$ cat config.mk
export PLATFORM = sky130hd
export DESIGN_NAME = uart_receiver
export DESIGN_NICKNAME = d
export VERILOG_FILES = /design/src/rtl/uart_receiver.sv
export SDC_FILE = /design/constraint.sdc
export NUM_CORES = 1
export LEC_CHECK = 0
export BUFFER_PORTS_ARGS = -buffer_cell sky130_fd_sc_hd__buf_2
export CAP_MARGIN = 20
export CORE_ASPECT_RATIO = 1.75
export CORE_MARGIN = 3
export CORE_UTILIZATION = 45
export DETAILED_ROUTE_END_ITERATION = 8
export PLACE_DENSITY = 0.64
export SLEW_MARGIN = 40
export SYNTH_ARGS = -nofsm -noshare
export SYNTH_HDL_FRONTEND = slang
export SYNTH_SLANG_ARGS = --single-unit
$ cat constraint.sdc
create_clock -name clk -period 3.05 [get_ports clk]
set_clock_uncertainty 0.1 [all_clocks]
set_input_delay 0 -clock clk [delete_from_list [all_inputs] [get_ports clk]]
set_output_delay 0 -clock clk [all_outputs]
set_load 0.01 [all_outputs]
$ cat src/rtl/uart_receiver.sv
// uart_receiver: 8N1 serial receive path with a first-word-fall-through byte FIFO.
//
// The line is synchronized and sampled at the middle of each bit. A start bit
// that is no longer low at its mid-point is treated as a glitch and dropped.
// Each received byte is pushed into a FIFO that the CPU reads from.
//
// Ports:
//   clk        system clock
//   reset      asynchronous active-low reset
//   uart_rx    serial line, idle high, asynchronous to clk
//   rx_data    byte at the FIFO head; reads as 0 while the FIFO is empty
//   rx_valid   FIFO not empty
//   rx_ren     pop the head byte this cycle; ignored while rx_valid=0
//   rx_count   number of bytes currently held in the FIFO
//   busy       a frame is being received (FSM not idle)
//   frame_err  sticky: a stop bit was sampled low
//   overflow   sticky: a complete byte was dropped because the FIFO was full
//   err_clr    clears frame_err and overflow; a new error in the same cycle wins
module uart_receiver #(
  parameter int CLK_FREQ   = 27000000,
  parameter int BAUD       = 115200,
  parameter int FIFO_DEPTH = 16
) (
  input  logic                          clk,
  input  logic                          reset,
  input  logic                          uart_rx,
  output logic [7:0]                    rx_data,
  output logic                          rx_valid,
  input  logic                          rx_ren,
  output logic [$clog2(FIFO_DEPTH):0]   rx_count,
  output logic                          busy,
  output logic                          frame_err,
  output logic                          overflow,
  input  logic                          err_clr
);

  localparam int CLKS_PER_BIT = CLK_FREQ / BAUD;
  localparam int CNT_W        = $clog2(CLKS_PER_BIT);
  localparam int AW           = $clog2(FIFO_DEPTH);
  localparam int PTR_W        = AW + 1;

  localparam logic [CNT_W-1:0] BIT_LAST  = CNT_W'(CLKS_PER_BIT - 1);
  localparam logic [CNT_W-1:0] HALF_LAST = CNT_W'(CLKS_PER_BIT / 2 - 1);

  typedef enum logic [1:0] {IDLE, START, DATA, STOP} state_t;

  // ---------------------------------------------------------------------------
  // Line synchronizer plus one history flop for falling-edge detection.
  // Reset to 1 so that reset release is never seen as a start edge.
  // ---------------------------------------------------------------------------
  logic sync_1, line_cur, line_prev;

  // NOTE: registers are written with non-blocking assignments so every flop
  // samples the pre-edge value of its source, regardless of statement order.
  always_ff @(posedge clk or negedge reset) begin
    if (!reset) begin
      sync_1    <= 1'b1;
      line_cur  <= 1'b1;
      line_prev <= 1'b1;
    end else begin
      sync_1    <= uart_rx;
      line_cur  <= sync_1;
      line_prev <= line_cur;
    end
  end

  // ---------------------------------------------------------------------------
  // Receive FSM
  // ---------------------------------------------------------------------------
  state_t           state_q, state_d;
  logic [CNT_W-1:0] cnt_q, cnt_d;
  logic [2:0]       idx_q, idx_d;
  logic [7:0]       shift_q, shift_d;
  logic             byte_done;   // stop bit good: push shift_q
  logic             stop_bad;    // stop bit low: discard, flag framing error

  always_ff @(posedge clk or negedge reset) begin
    if (!reset) begin
      state_q <= IDLE;
      cnt_q   <= '0;
      idx_q   <= '0;
      shift_q <= '0;
    end else begin
      state_q <= state_d;
      cnt_q   <= cnt_d;
      idx_q   <= idx_d;
      shift_q <= shift_d;
    end
  end

  // NOTE: every output of this block gets a default first, so no path through
  // the case statement can leave a signal unassigned and infer a latch.
  always_comb begin
    state_d   = state_q;
    cnt_d     = cnt_q;
    idx_d     = idx_q;
    shift_d   = shift_q;
    byte_done = 1'b0;
    stop_bad  = 1'b0;
    unique case (state_q)
      IDLE: begin
        // Only a high-to-low transition starts a frame, so a line held low
        // (break) cannot retrigger.
        if (line_prev && !line_cur) begin
          state_d = START;
          cnt_d   = '0;
        end
      end
      START: begin
        if (cnt_q == HALF_LAST) begin
          cnt_d = '0;
          if (!line_cur) begin
            state_d = DATA;
            idx_d   = '0;
          end else begin
            state_d = IDLE;     // glitch: start bit gone by mid-point
          end
        end else begin
          cnt_d = cnt_q + CNT_W'(1);
        end
      end
      DATA: begin
        if (cnt_q == BIT_LAST) begin
          shift_d = {line_cur, shift_q[7:1]};   // LSB arrives first
          cnt_d   = '0;
          idx_d   = idx_q + 3'd1;
          if (idx_q == 3'd7) state_d = STOP;
        end else begin
          cnt_d = cnt_q + CNT_W'(1);
        end
      end
      STOP: begin
        if (cnt_q == BIT_LAST) begin
          cnt_d   = '0;
          state_d = IDLE;
          if (line_cur) byte_done = 1'b1;
          else          stop_bad  = 1'b1;
        end else begin
          cnt_d = cnt_q + CNT_W'(1);
        end
      end
      default: state_d = IDLE;
    endcase
  end

  assign busy = (state_q != IDLE);

  // ---------------------------------------------------------------------------
  // Receive FIFO. Pointers carry one extra wrap bit to tell full from empty.
  // ---------------------------------------------------------------------------
  logic [7:0]       mem [FIFO_DEPTH];
  logic [PTR_W-1:0] wr_ptr, rd_ptr;
  logic             fifo_empty, fifo_full, do_pop, do_push, drop;

  assign fifo_empty = (wr_ptr == rd_ptr);
  assign fifo_full  = (wr_ptr[AW-1:0] == rd_ptr[AW-1:0]) && (wr_ptr[AW] != rd_ptr[AW]);
  assign do_pop     = rx_ren && !fifo_empty;
  // A pop in the same cycle frees the slot, so a push into a full FIFO is
  // still accepted then.
  assign do_push    = byte_done && (!fifo_full || do_pop);
  assign drop       = byte_done && fifo_full && !do_pop;

  assign rx_valid = !fifo_empty;
  assign rx_count = wr_ptr - rd_ptr;
  assign rx_data  = rx_valid ? mem[rd_ptr[AW-1:0]] : 8'h00;

  always_ff @(posedge clk or negedge reset) begin
    if (!reset) begin
      wr_ptr <= '0;
      rd_ptr <= '0;
    end else begin
      if (do_push) wr_ptr <= wr_ptr + PTR_W'(1);
      if (do_pop)  rd_ptr <= rd_ptr + PTR_W'(1);
    end
  end

  // NOTE: the storage array has no reset; empty slots are never visible
  // because rx_data is masked while the FIFO is empty.
  always_ff @(posedge clk) begin
    if (do_push) mem[wr_ptr[AW-1:0]] <= shift_q;
  end

  // ---------------------------------------------------------------------------
  // Sticky error flags: a new event takes priority over err_clr.
  // ---------------------------------------------------------------------------
  always_ff @(posedge clk or negedge reset) begin
    if (!reset) begin
      frame_err <= 1'b0;
      overflow  <= 1'b0;
    end else begin
      if (stop_bad)     frame_err <= 1'b1;
      else if (err_clr) frame_err <= 1'b0;
      if (drop)         overflow  <= 1'b1;
      else if (err_clr) overflow  <= 1'b0;
    end
  end

endmodule

# Word level (Yosys, flattened, before mapping)
# Memories as Yosys holds them, arrays and structs flattened.
# Index checks and enable logic that the tools add are counted.
[word_totals]
ff_bits = 36
ram_bits = 128
output_inout_bits = 17
wordCells = 79
memories = 1
[mem_list]
columns = ["name", "words", "word_bits", "rd", "rd_ports_with_merged_regs", "wr", "line", "source"]
rows = [
  ["mem", 16, 8, 1, 0, 1, "151", "logic [7:0] mem [FIFO_DEPTH];"],
]
[classes]
addsub = 5
n_eq_ne = 15
n_mux = 27
n_reduce_logical = 20
[op_table]
columns = ["op", "count"]
rows = [
  ["2-to-1 mux 8 bit", 4],
  ["case mux 8 bit (3 select lines)", 1],
  ["2-to-1 mux 2 bit", 6],
  ["inequality test 2 bit, second input constant", 6],
  ["2-to-1 mux 1 bit", 11],
  ["adder 5 x 1 -> 5 bit, second input constant", 2],
  ["2-to-1 mux 3 bit", 3],
  ["adder 8 x 1 -> 8 bit, second input constant", 1],
  ["== test 8 x 7 -> 1 bit, second input constant", 1],
  ["== test 8 bit, second input constant", 1],
  ["case mux 2 bit (4 select lines)", 1],
  ["nonzero test 2 bit", 4],
  ["logical AND 1 bit", 6],
  ["case mux 3 bit (2 select lines)", 1],
  ["== test 5 bit", 1],
  ["AND reduction 5 bit", 1],
  ["subtractor 5 bit", 1],
  ["== test 2 bit, second input constant", 2],
  ["== test 4 bit", 1],
  ["zero test 1 bit", 4],
  ["AND reduction 4 bit", 1],
  ["adder 3 x 1 -> 3 bit, second input constant", 1],
  ["== test 3 bit, second input constant", 1],
  ["== test 2 x 1 -> 1 bit, second input constant", 1],
  ["5 further kinds", 5],
]

# Longest topological paths before layout
[logic_depth]
depth_word = 7
depth_mapped = 9

# Worst setup path before layout
# Ideal clock, no wire load.
[synth_timing]
kind = "reg2reg"
from = "reg rd_ptr[2]"
to = "mem mem[3][0] (enable)"
setup_time_ns = 0.370
arrival_time_ns = 2.381
setup_slack_ns = 0.200
path_stages_with_launch = 8
period_less_slack_ns = 2.850
cell_sequence = "dfrtp_1 inv_2 buf_1 ha_1 nand4_1 o31ai_2 or3_4 nor3_2"
[synth_via]
elab_chain_cells = 7
[synth_lines]
columns = ["item", "line", "source"]
rows = [
  ["start, declared", "152", "logic [PTR_W-1:0] wr_ptr, rd_ptr;"],
  ["start signal, assigned", "173", "if (do_pop) rd_ptr <= rd_ptr + PTR_W'(1);"],
  ["== test 5 bit or == test 4 bit (tied branches)", "155, 156", ""],
  ["zero test 1 bit or logical AND 1 bit (tied branches)", "157, 156", ""],
  ["logical AND 1 bit or zero test 1 bit (tied branches)", "157, 160", ""],
  ["logical OR 1 bit (*)", "160", "assign do_push = byte_done && (!fifo_full || do_pop);"],
  ["logical AND 1 bit (*)", "160", ""],
  ["2-to-1 mux 1 bit (*)", "180", "if (do_push) mem[wr_ptr[AW-1:0]] <= shift_q;"],
  ["2-to-1 mux 1 bit (not written as such) (*)", "180", ""],
  ["end, declared", "151", ""],
]
# Every way passes the cells marked *; elsewhere a longest branch is shown, timed or not.

# Worst setup path in the final report
[layout_timing]
from = "reg rd_ptr[0]"
to = "out rx_data[6]"
[layout_via]
elab_chain_cells = 2
[layout_lines]
columns = ["item", "line", "source"]
rows = [
  ["memory (16 x 8 bit) or == test 5 bit (tied branches)", "n/a", ""],
  ["2-to-1 mux 8 bit (*)", "165", "assign rx_data = rx_valid ? mem[rd_ptr[AW-1:0]] : 8'h00;"],
  ["end, declared", "27", "output logic [7:0] rx_data,"],
]
# Marks and branches as above.

==> results list <==
* Worst r2r dst: mem[9][2]
- Of all flip-flops after synthesis, the portion carrying an async set or reset was about 22%.
* Num CTS Buffers: 17
- Of all cell types, the one taking the most synthesized area is edfxtp_1.
* Most used DFF post-synth: edfxtp_1
* Most instantiated library cell after synthesis: edfxtp_1
- Yosys printed 0 warnings.
- Relative to the synthesized area, the layout overhead comes to 13.5%.
- Launch point of the critical path: rd_ptr[0]
- Clock Path Buffers: 2
- The die is 99.7 um wide.
* Average vias per placed instance: 5.60
- Floorplan die height: roughly 170 um
- The total overflow left after global routing is 0.
* Top cells by count, synth: edfxtp_1, dfrtp_1, mux4_2, inv_1
- The worst setup path is launched from a register.
- Category of the most critical setup path: register to output port
- Global routing used around 17% of the available tracks across all layers.
- Post-CTS Setup Repair Bufs: 0
* Setup Slack @ Placement: 0.395 ns
- Counting flops with a built-in enable in the synthesized netlist gives ~130.
- For this run, design rule violations remaining after detail routing come to 0.
* Share of Yosys cell area claimed by the top area cell type: 55.6%
- The via count of the first global-routing pass is 3827.
- Summed over all cells, the static leakage comes to between 3 and 4 nW.
- At the worst endpoint, the arrival time is ~2.6 ns.
- Clock-pin slew was measured on the worst setup and hold paths at 0.06 ns.
- Class of the worst hold path: input port to asynchronous set/reset pin
- Excluding fillers, the count of instances in the completed layout stands at 624.
- Dominant cells by area after synthesis: edfxtp_1, dfrtp_1, mux4_2
* Critical path destination: rx_data[6]
* Via count: 3495
- Violations in the final reports: hold timing
- The flow ran to the end, but the final reports show violations.
- By area, the combinational part of the netlist is dominated by multiplexers.
- Maximum fanout encountered on the critical timing path: 35
- After detailed routing, the average wire length per cell comes to 21.7 um.
* Share of the synthesized area in compound gates (AO/OA/AOI/OAI): 3.51%
* Post-route antenna net violation count: 0
- Of the available clock period, the critical path in the final layout requires 89.7%.
* Net Count, Synth: 414
- Pins over their slew limit: 0
- Least-Margin Pin Slew: about 0.82 ns
* Post-CTS Hold Fix Bufs: 4
- In this run the number of H-tree levels came out at 4.
* Register-to-register setup slack: 0.40 ns
- In this run the tool buffered the top-level ports with 21 buffer cells.
* Number of search-and-repair iterations in the first detailed-routing pass: 5
- Max VDD drop: between 0.4 and 0.5 mV
* Simple-gate share of the synthesized area: 6.24%
- Final period demand of the worst path: 2.74 ns
- The number of cells on the worst reg-to-reg path is 7.
- In this run, synthesis produced a sequential element count of approximately 160.
- Root Buffer: clkbuf_16
- Number of DRC markers after the initial detailed-route iteration: 190
* Final HPWL from detailed placement: 9390 um
- Endpoint required time on the critical path: 2.95 ns
- Initial core utilization: 46.1%
- Count of different cell masters after synthesis: 51
- Hold violation total from the final report: 15
- Multiplexer cells account for 14.4% of the synthesized area.
- 0 antenna diodes ended up in the layout.
* Synth Area in XOR/XNOR: under 10%
- Routability congestion estimate: 0.793
- At the end of the flow, the number of nets in the layout was 449.
- Max-cap violations in this run came to 0.
- The later pin in the worst-skew pair is clocked with a latency of about 0.4 ns.
* Syn Std Cell Area: 6920 um^2
- After Yosys synthesis, full adders, half adders and majority gates account for 2.82% of the synthesized area.
- The number of placed instances, taps included, is 589.
- Pwr per Cell Area: 728 nW/um^2
* Area of the die: roughly 17000 um^2
* Initial antenna violation count: 0
- Clock tree from TritonCTS: built
* Fraction of final layout cells with drive strength greater than 1: roughly a quarter
- RSZ-0062 raised after global routing: no
- During I/O placement, the number of pins put on the boundary was 22.
- Relative slew slack: a little under half
- The first global-routing pass estimated 21500 um of wire.
- Worst setup margin: 0.314 ns
* Mean Syn Cell Area: approximately 18 um^2
- CTS sink cnt: 164
- Count of cells resized by post-cts repair: 0
* Fin Setup TNS: 0 ns
- Gate Count Post-Synth: 394
- Worst hold-check slack: -0.0129 ns
- After floorplanning, the core was sized to cover roughly 15000 um^2.
* Post-detailed-routing wire length: 13600 um
- Derived from the worst setup path, the maximum achievable clock frequency is 0.365 GHz.
* Setup crit end kind: output port
- Total power of the final layout: ~0.0057 W
- After synthesis, flip-flops and latches occupy 68.7% of the total area.
- The startpoint identified for the worst register-to-register timing path is cnt_q[1].
- The initialized floorplan defines 59 standard-cell rows.
* Final setup violation count: 0
- Largest net degree at the start of global routing: 37
## routing by layer
layer / track usage (%) / vias up / routed length [um]
met4: 6.60 / 0 / 260
li1: - / 1616 / -
met5: 0 / - / 0
met2: 32.2 / 77 / 7870
met1: 18.8 / 1792 / 5030
met3: 3.20 / 10 / 390
## where the power goes
part	leakage [nW]	switching, W	total [W]	internal [W]
clock network	0.285	0.000879	0.00211	0.00123
logic	1.07	0.000625	0.00107	0.000447
registers	1.96	0.0000819	0.00253	0.00245
## per-stage QoR
stage                     hold WS [ns]  instance area, um^2  util [%]
final                          -0.0129                 7850      52.4
after CTS                        0.114                 7850      52.4
after global routing            0.0116                 7850      52.4
after floorplan                 -0.396                 6920         -
after global placement         0.00845                 7210      48.1
after detailed placement       0.00641                 7210      48.1
## registers in the layout (all words and copies together) (netlist names), named ones only
name and count:
mem 128, cnt_q 8, shift_q 8, rd_ptr 5, wr_ptr 5, idx_q 3
frame_err 1, line_cur 1, line_prev 1, overflow 1, state_q 1, sync_1 1
## worst max-delay path: stages (launching register included)
cell	delay, ns
dfrtp_2	0.37
buf_4	0.54
mux4_2	0.60
mux2i_1	0.39
o22ai_1	0.12
buf_2	0.17
## placed cells by master (no fill, tap or decap), types with 4 or more instances in the layout
cell             n
edfxtp_1       128
ha_1            14
nor2b_1          4
inv_6            5
nor2_1           5
nand4_1          4
dfrtp_1         32
dlygate4sd3_1    4
o22ai_1         13
xnor2_1          9
nand2_1         16
and3_1          15
o21ai_0          9
mux2_2          10
clkbuf_16       17
mux2i_1         16
buf_4            8
buf_2           20
xor2_1           6
inv_1           17
mux4_2          32
a21oi_1          4
## area by class of cell
cell class | instances | area [um^2]
fill | 1197 | 7140
sequential | 164 | 4750
multi-input combinational | 196 | 2010
clock buffer | 17 | 425
tap | 183 | 229
timing repair buffer | 32 | 200
clock inverter | 14 | 168
inverter | 18 | 67.6
## worst min-delay path by stage
stage / from / endpoint / slack, ns
2_1_floorplan: reset / asynchronous set/reset pin / -0.40
3_3_place_gp: uart_rx / sync_1 / 0.008
3_5_place_dp: uart_rx / sync_1 / 0.006
4_1_cts: uart_rx / sync_1 / 0.11
5_1_grt: reset / cnt_q[6] / 0.01
6_report: reset / cnt_q[6] / -0.01
## cell families after synthesis
kind of cell,after synthesis
fa+ha+maj,15
flops,164
buf+inv,34
simple gates,69
xor+xnor,16
mux,58
compound gates,38
No activity file was read; power rests on OpenSTA's default activity.
